===== src/rtl/btn_pkg.sv =====
// Shared types for the button event decoder: FSM state encoding and press counter width.
package btn_pkg;

    typedef enum logic [1:0] {
        IDLE    = 2'd0,
        PRESSED = 2'd1,
        LONG    = 2'd2
    } btn_state_t;

    localparam int PRESS_CNT_W = 8;

endpackage


===== src/rtl/hold_timer.sv =====
// Loadable/clearable saturating up-counter with a terminal-value compare, used to time
// both the long-press threshold and the auto-repeat interval.
module hold_timer #(
    parameter int CNT_W = 4
) (
    input  logic             clk,
    input  logic             rst,
    input  logic             clr,
    input  logic             ld,
    input  logic [CNT_W-1:0] ld_val,
    input  logic             inc,
    input  logic [CNT_W-1:0] term,
    output logic             at_term
);

    logic [CNT_W-1:0] cnt;

    // Clear beats load beats increment; increment stops at all-ones so it never wraps.
    always_ff @(posedge clk or posedge rst) begin
        if (rst) begin
            cnt <= '0;
        end else if (clr) begin
            cnt <= '0;
        end else if (ld) begin
            cnt <= ld_val;
        end else if (inc && (cnt != {CNT_W{1'b1}})) begin
            cnt <= cnt + 1'b1;
        end
    end

    assign at_term = (cnt == term);

endmodule


===== src/rtl/button_event_decoder.sv =====
// Turns a debounced button level into registered single-cycle event pulses and a press count.
// Optional auto-repeat while long-held is enabled by defining BTN_AUTO_REPEAT_EN.
module button_event_decoder
    import btn_pkg::*;
#(
    parameter int LONG_CYCLES   = 8,
    parameter int REPEAT_CYCLES = 4,
    parameter int CNT_W         = $clog2(LONG_CYCLES + REPEAT_CYCLES + 1)
) (
    input  logic                   clk,
    input  logic                   rst,
    input  logic                   btn_level,
    output logic                   press_pulse,
    output logic                   release_pulse,
    output logic                   click_pulse,
    output logic                   long_pulse,
    output logic                   repeat_pulse,
    output logic                   held,
    output logic [PRESS_CNT_W-1:0] press_count
);

    localparam logic [CNT_W-1:0] LONG_TERM = CNT_W'(LONG_CYCLES - 1);

    btn_state_t             state_q, state_d;
    logic                   press_d, release_d, click_d, long_d, repeat_d;
    logic [PRESS_CNT_W-1:0] count_d;
    logic                   hold_clr, hold_ld, hold_inc, hold_at_term;
    logic [CNT_W-1:0]       hold_term;

`ifdef BTN_AUTO_REPEAT_EN
    localparam logic [CNT_W-1:0] REP_TERM = CNT_W'(REPEAT_CYCLES - 1);
    // The same counter times the repeat interval once the long press has been reached.
    assign hold_term = (state_q == LONG) ? REP_TERM : LONG_TERM;
`else
    assign hold_term = LONG_TERM;
`endif

    hold_timer #(.CNT_W(CNT_W)) u_hold (
        .clk     (clk),
        .rst     (rst),
        .clr     (hold_clr),
        .ld      (hold_ld),
        .ld_val  (CNT_W'(1)),
        .inc     (hold_inc),
        .term    (hold_term),
        .at_term (hold_at_term)
    );

    always_ff @(posedge clk or posedge rst) begin
        if (rst) begin
            state_q       <= IDLE;
            press_pulse   <= 1'b0;
            release_pulse <= 1'b0;
            click_pulse   <= 1'b0;
            long_pulse    <= 1'b0;
            repeat_pulse  <= 1'b0;
            held          <= 1'b0;
            press_count   <= '0;
        end else begin
            state_q       <= state_d;
            press_pulse   <= press_d;
            release_pulse <= release_d;
            click_pulse   <= click_d;
            long_pulse    <= long_d;
            repeat_pulse  <= repeat_d;
            held          <= (state_d != IDLE);
            press_count   <= count_d;
        end
    end

    always_comb begin
        state_d   = state_q;
        press_d   = 1'b0;
        release_d = 1'b0;
        click_d   = 1'b0;
        long_d    = 1'b0;
        repeat_d  = 1'b0;
        count_d   = press_count;
        hold_clr  = 1'b0;
        hold_ld   = 1'b0;
        hold_inc  = 1'b0;

        case (state_q)
            IDLE: begin
                if (btn_level) begin
                    state_d = PRESSED;
                    press_d = 1'b1;
                    count_d = press_count + 1'b1;
                    hold_ld = 1'b1;
                end
            end
            PRESSED: begin
                if (!btn_level) begin
                    state_d   = IDLE;
                    release_d = 1'b1;
                    click_d   = 1'b1;
                    hold_clr  = 1'b1;
                end else if (hold_at_term) begin
                    state_d = LONG;
                    long_d  = 1'b1;
`ifdef BTN_AUTO_REPEAT_EN
                    hold_clr = 1'b1;
`else
                    hold_inc = 1'b1;
`endif
                end else begin
                    hold_inc = 1'b1;
                end
            end
            LONG: begin
                if (!btn_level) begin
                    state_d   = IDLE;
                    release_d = 1'b1;
                    hold_clr  = 1'b1;
                end else begin
`ifdef BTN_AUTO_REPEAT_EN
                    if (hold_at_term) begin
                        repeat_d = 1'b1;
                        hold_clr = 1'b1;
                    end else begin
                        hold_inc = 1'b1;
                    end
`else
                    hold_inc = 1'b1;
`endif
                end
            end
            default: begin
                state_d  = IDLE;
                hold_clr = 1'b1;
            end
        endcase
    end

endmodule

===== config.mk =====
export PLATFORM = sky130hd
export DESIGN_NAME = button_event_decoder
export DESIGN_NICKNAME = d
export VERILOG_FILES = /design/src/rtl/btn_pkg.sv /design/src/rtl/hold_timer.sv /design/src/rtl/button_event_decoder.sv
export SDC_FILE = /design/constraint.sdc
export NUM_CORES = 1
export LEC_CHECK = 0
export ABC_AREA = 1
export CORE_AREA = 2 2 52 54
export DETAILED_ROUTE_END_ITERATION = 16
export DIE_AREA = 0 0 54 56
export PLACE_DENSITY = 0.66
export RECOVER_POWER = 50
export SLEW_MARGIN = 15
export SYNTH_ARGS = -nofsm -noshare
export SYNTH_HDL_FRONTEND = slang
export SYNTH_SLANG_ARGS = --single-unit

===== constraint.sdc =====
create_clock -name clk -period 2 [get_ports clk]
set_input_delay 0.4 -clock clk [delete_from_list [all_inputs] [get_ports clk]]
set_output_delay 0.4 -clock clk [all_outputs]
set_load 0.1 [all_outputs]

; ---- Yosys cells after proc, flatten, opt, wreduce, memory -nomap -nowiden
; Cells that the tools add are included.
; W data, S select, Z words.
[classes]
reduce_logical = 6
addsub = 2
n_eq_ne = 4
shift = 0
div = 0
n_lt_le_gt_ge = 0
n_bitwise = 0
mux = 18
mul = 0
[op_table]
columns = operator, n
row1 = $mux W4, 3
row2 = $mux W1, 9
row3 = $add A8 B1 Y8 const B, 1
row4 = $mux W2, 4
row5 = $pmux W2 S3, 1
row6 = $add A4 B1 Y4 const B, 1
row7 = $eq A4 B3 Y1 const B, 1
row8 = $ne A4 B4 Y1 const B, 1
row9 = $reduce_bool A3 Y1, 1
row10 = $eq A2 B1 Y1 const B, 1
row11 = $eq A2 B2 Y1 const B, 1
row12 = $logic_not A2 Y1, 1
row13 = $pmux W1 S2, 1
row14 = $reduce_and A2 Y1, 1
row15 = $reduce_bool A2 Y1, 1
row16 = $reduce_or A2 Y1, 1
row17 = $logic_and A1 B1 Y1, 1
[totals]
mem_count = 0
ram_bits = 0
reg_bits = 19
wordCells = 38
mem_bits_ro = 0
latchBits = 0
inputBits = 3
out_inout_bits = 14

; ---- Longest topological paths before layout
[logic_depth]
depth_word = 7
mapped_depth = 9

; ---- Modules after synthesis
; From an unflattened synthesis, not the netlist that was laid out.
[unflattened]
cells_unflattened = 145
area_unflattened_um2 = 1126.1
[by_module_without_submodules]
columns = module, area_each_um2, cells_each, instances
row1 = button_event_decoder, 798.3, 99, 1
row2 = hold_timer, 327.8, 46, 1

; ---- Worst setup path before layout
; Ideal clock, no wire load.
[synth_path]
path_kind = register -> register
startpoint = register press_count[1]
endpoint = register press_count[4]
synth_period_minus_slack_ps = 1839
setup_time_ps = 161
required_time_ps = 1839
arrival_ps = 1678
stages_incl_launch_ff = 6
path_slack_ps = 161
cell_sequence = dfrtp_1 > ha_1 > inv_1 > nor2_2 > nand3_1 > xnor2_1
[synth_via]
elab_chain_len = 1
[synth_lines]
columns = element, line
row1 = from (decl), button_event_decoder.sv:19  ; output logic [PRESS_CNT_W-1:0] press_count
row2 = from (signal assigned), button_event_decoder.sv:67  ; press_count <= count_d;
row3 = $add A8 B1 Y8, button_event_decoder.sv:88  ; count_d = press_count + 1'b1;
; No other way between the ends.
; A chain may end at the register's enable or synchronous reset.

; ---- Worst setup path in the final report
[layout_path]
startpoint = input btn_level
endpoint = register press_count[5]
[layout_via]
elab_chain_len = 1
[layout_lines]
columns = element, line
row1 = from (decl), button_event_decoder.sv:12  ; input logic btn_level,
row2 = $reduce_and A2 Y1 (no line), n/a
; No other way between the ends.

==> impl_summary.log <==
INFO  metric worstPathCellList = dlygate4sd3_1 > nand2_4 > nor3_4 > nand3_1 > nand2_1 > nand2_1
INFO  metric synth.area.top_cells = sky130_fd_sc_hd__dfrtp_1, sky130_fd_sc_hd__nand2_1, sky130_fd_sc_hd__inv_1
INFO  metric status = complete, no violations
INFO  metric drt_pass1_iterations = 4
INFO  metric initial_utilization = approximately 43%
INFO  metric numPlacedInstances = approximately 170
INFO  metric wirelength = 1770 µm
INFO  metric timing_hold_violations_final = 0
INFO  metric total_half_perimeter_wirelength_after_legalization_and_detailed_placement = around 1400 µm
INFO  metric maxCapViolations = 0
INFO  metric total_congestion_overflow = 0
INFO  metric synth_area_per_cell = ~8.0 µm²
INFO  metric clkLatencyLatePin = 0.28 ns
INFO  metric finalWeightedCongestion = roughly 0.78
INFO  metric die_area = just over 0.003 mm²
INFO  metric drt-vias-per-instance = between 4 and 5
INFO  metric cp.buffers_inverters = 1
INFO  metric layout_worst_path_cycle_share = roughly four fifths
INFO  metric fmax = around 600 MHz
INFO  metric numClockSinks = 19
INFO  metric worst_slew_margin_rel = 34.3%
INFO  metric critPathMaxStageDelay = between 0.7 and 0.8 ns
INFO  metric yosys.cell_types.count = 20
INFO  metric synth.top_cells.by_count = sky130_fd_sc_hd__nand2_1, sky130_fd_sc_hd__inv_1, sky130_fd_sc_hd__dfrtp_1
INFO  metric global_route.usage.total = 13.6%
INFO  metric drive_gt1_share = 13.5%
INFO  metric setup.worst_path.end_class = flop
INFO  metric io_pins = 17
INFO  metric grt_setup_unrepaired = false
INFO  metric tritoncts = built
INFO  metric placementRows = 18
INFO  metric pin_count_of_the_biggest_net_entering_global_routing = 20
INFO  metric diodes = 0
INFO  metric maximum_fanout_count_along_the_critical_path = 9
INFO  metric critical_path_class = input pin to flop
INFO  metric route.detailed.drc = 0
INFO  metric yosys_register_bits = 19
INFO  metric yosys.cell_count.top_type = sky130_fd_sc_hd__nand2_1
INFO  metric h_tree_lvls = 1
INFO  metric crit_top_cell = sky130_fd_sc_hd__nand2_1
INFO  metric postCtsSetupRepairBufs = 0
INFO  metric min_period = approximately 1.6 ns
INFO  metric postRouteAntennaNets = 0
INFO  metric nNetsFinal = roughly 160
INFO  metric post_cts.resized_instances = 0
INFO  metric postSynthNetCount = around 140
INFO  metric total_clock_buffers_created_by_cts = 3
INFO  metric die-width = approximately 54 µm
INFO  metric clk_path_buf_depth = 2
INFO  metric die_span_y = between 50 and 60 µm
INFO  metric cell_accounting_for_the_most_synthesized_area = sky130_fd_sc_hd__dfrtp_1
INFO  metric syn_inst = between 100 and 150
INFO  metric max_slew.worst_pin.slew = slightly below 1 ns
INFO  metric core-area = approximately 0.0024 mm²
INFO  metric hold_buffers = 0
INFO  metric first_global_vias = between 700 and 800
INFO  metric cpMaxStageDelayCell = sky130_fd_sc_hd__dlygate4sd3_1
INFO  metric final.setup.worst_slack = between 0.3 and 0.4 ns
INFO  metric preCtsSetupSlack = 0.131 ns
INFO  metric finalMaxSlewViolations = 0
INFO  metric route.detailed.wl_per_inst = 9.97 µm
INFO  metric worst-endpoint-required = roughly 2.2 ns
INFO  metric number_of_enable_type_register_cells_in_the_synthesized_netlist = 0
INFO  metric yosys_warnings = 0
INFO  metric worst_setup_hold_path_clk_slew = 0.10 ns
INFO  metric crit_path_start_kind = input pin
INFO  metric min-delay-path-class = flop to flop
INFO  metric post_synthesis_cell_area = 0.00104 mm²
INFO  metric synth_largest_type_area_fraction = 45.8%
INFO  metric synth-seq-area-share = about 46%
INFO  metric synth_ff_type = sky130_fd_sc_hd__dfrtp_1
INFO  metric grt_pass1_wl = roughly 3200 µm
INFO  metric io_buffer_count = 15
INFO  metric antenna_violations_before_repair = 0
INFO  metric post-route-cell-area = about 0.0012 mm²
INFO  metric critical_path.top_delay_family = buffers and inverters
INFO  metric placed_area = 0.00121 mm²
INFO  metric final.setup.tns = 0 ns
INFO  metric dr_total_vias = 790
INFO  metric clock-skew-final = ~0.0054 ns
INFO  metric postSynth.asyncResetShare = between 90% and 100%
INFO  metric first_iter_violations = 20
INFO  metric finish.cell_count_without_fillers = approximately 180
INFO  metric clockRootBuffer = sky130_fd_sc_hd__clkbuf_4
INFO  metric synthToLayoutAreaGrowth = 18.0%
INFO  metric cp_data_arrival_time = 1.80 ns
INFO  metric setup_viol = 0
-- area by class of cell --
| class | count | area (µm²) |
|---|---|---|
| Clock buffer | 4 | 26.3 |
| Sequential cell | 19 | 475 |
| Inverter | 27 | 101 |
| Timing Repair Buffer | 16 | 141 |
| Multi-Input combinational cell | 82 | 442 |
| Tap cell | 30 | 37.5 |
| Fill cell | 242 | 1210 |
-- layout by cell type (no fill, tap or decap), drive strengths merged --
cell,n
o22ai,1
nand3,9
nor2,10
dfrtp,19
inv,27
a21oi,1
a211oi,1
o21ai,2
nand4,4
buf,11
ha,6
clkbuf,7
xnor2,1
dlygate4sd3,2
conb,1
xor2,3
nor3,1
nand2,42
-- final timing paths --
kind	from	end	slack, ns	depth (start not counted)
worst max-delay path	btn_level	press_count[5]	0.38	6
worst min-delay path	press_count[7]	press_count[7]	0.55	2
worst max register to register	state_q[0]	u_hold.cnt[3]	0.50	9
worst min register to register	press_count[7]	press_count[7]	0.55	2
max in group asynchronous	rst	press_pulse	0.56	3
min in group asynchronous	rst	press_count[1]	0.84	3
-- routing by layer --
metal / vias to the layer above / part of all wire (%) / track usage, %
li1: 430 / - / -
met4: 0 / 0.56 / 4.29
met3: 2 / 2.5 / 2.42
met2: 8 / 46 / 20.7
met5: - / 0 / 0
met1: 350 / 51 / 19.3
-- per-stage QoR --
stage                     hold WS [ns]  util (%)
after floorplan                  0.351         -
after global placement           0.538      49.6
after detailed placement         0.530      49.6
after CTS                        0.430      50.7
after global routing             0.584      50.3
final                            0.551      50.3
-- cell families (layout without fill, tap and decap cells) --
kind of cell,after synthesis,after routing,synth area share [%]
AO/OA/AOI/OAI,5,5,2.77
XOR/XNOR,4,4,3.38
adder cells (fa/ha/maj),6,6,7.24
buffers and inverters,29,47,11.6
flip-flops,19,19,45.8
other,1,1,0.362
AND/OR/NAND/NOR,66,66,28.8
-- worst register-to-register path, cell delays in order, from the launching register on --
cell                      delay (ns)
sky130_fd_sc_hd__dfrtp_1        0.44
sky130_fd_sc_hd__inv_1          0.09
sky130_fd_sc_hd__ha_1           0.35
sky130_fd_sc_hd__nand2_4        0.06
sky130_fd_sc_hd__inv_1          0.08
sky130_fd_sc_hd__nand2_1        0.12
sky130_fd_sc_hd__nor2_1         0.11
sky130_fd_sc_hd__nand2_1        0.05
sky130_fd_sc_hd__nand2_1        0.06
sky130_fd_sc_hd__nor2_1         0.04
-- sequential cells by signal, summed over array words and instances (netlist names) --
register       cells
release_pulse      1
press_pulse        1
state_q            2
u_hold.cnt         4
held               1
long_pulse         1
press_count        8
click_pulse        1
Power is not shown: default switching activity piles up to over one toggle a cycle in this logic, so the estimate is an artifact.
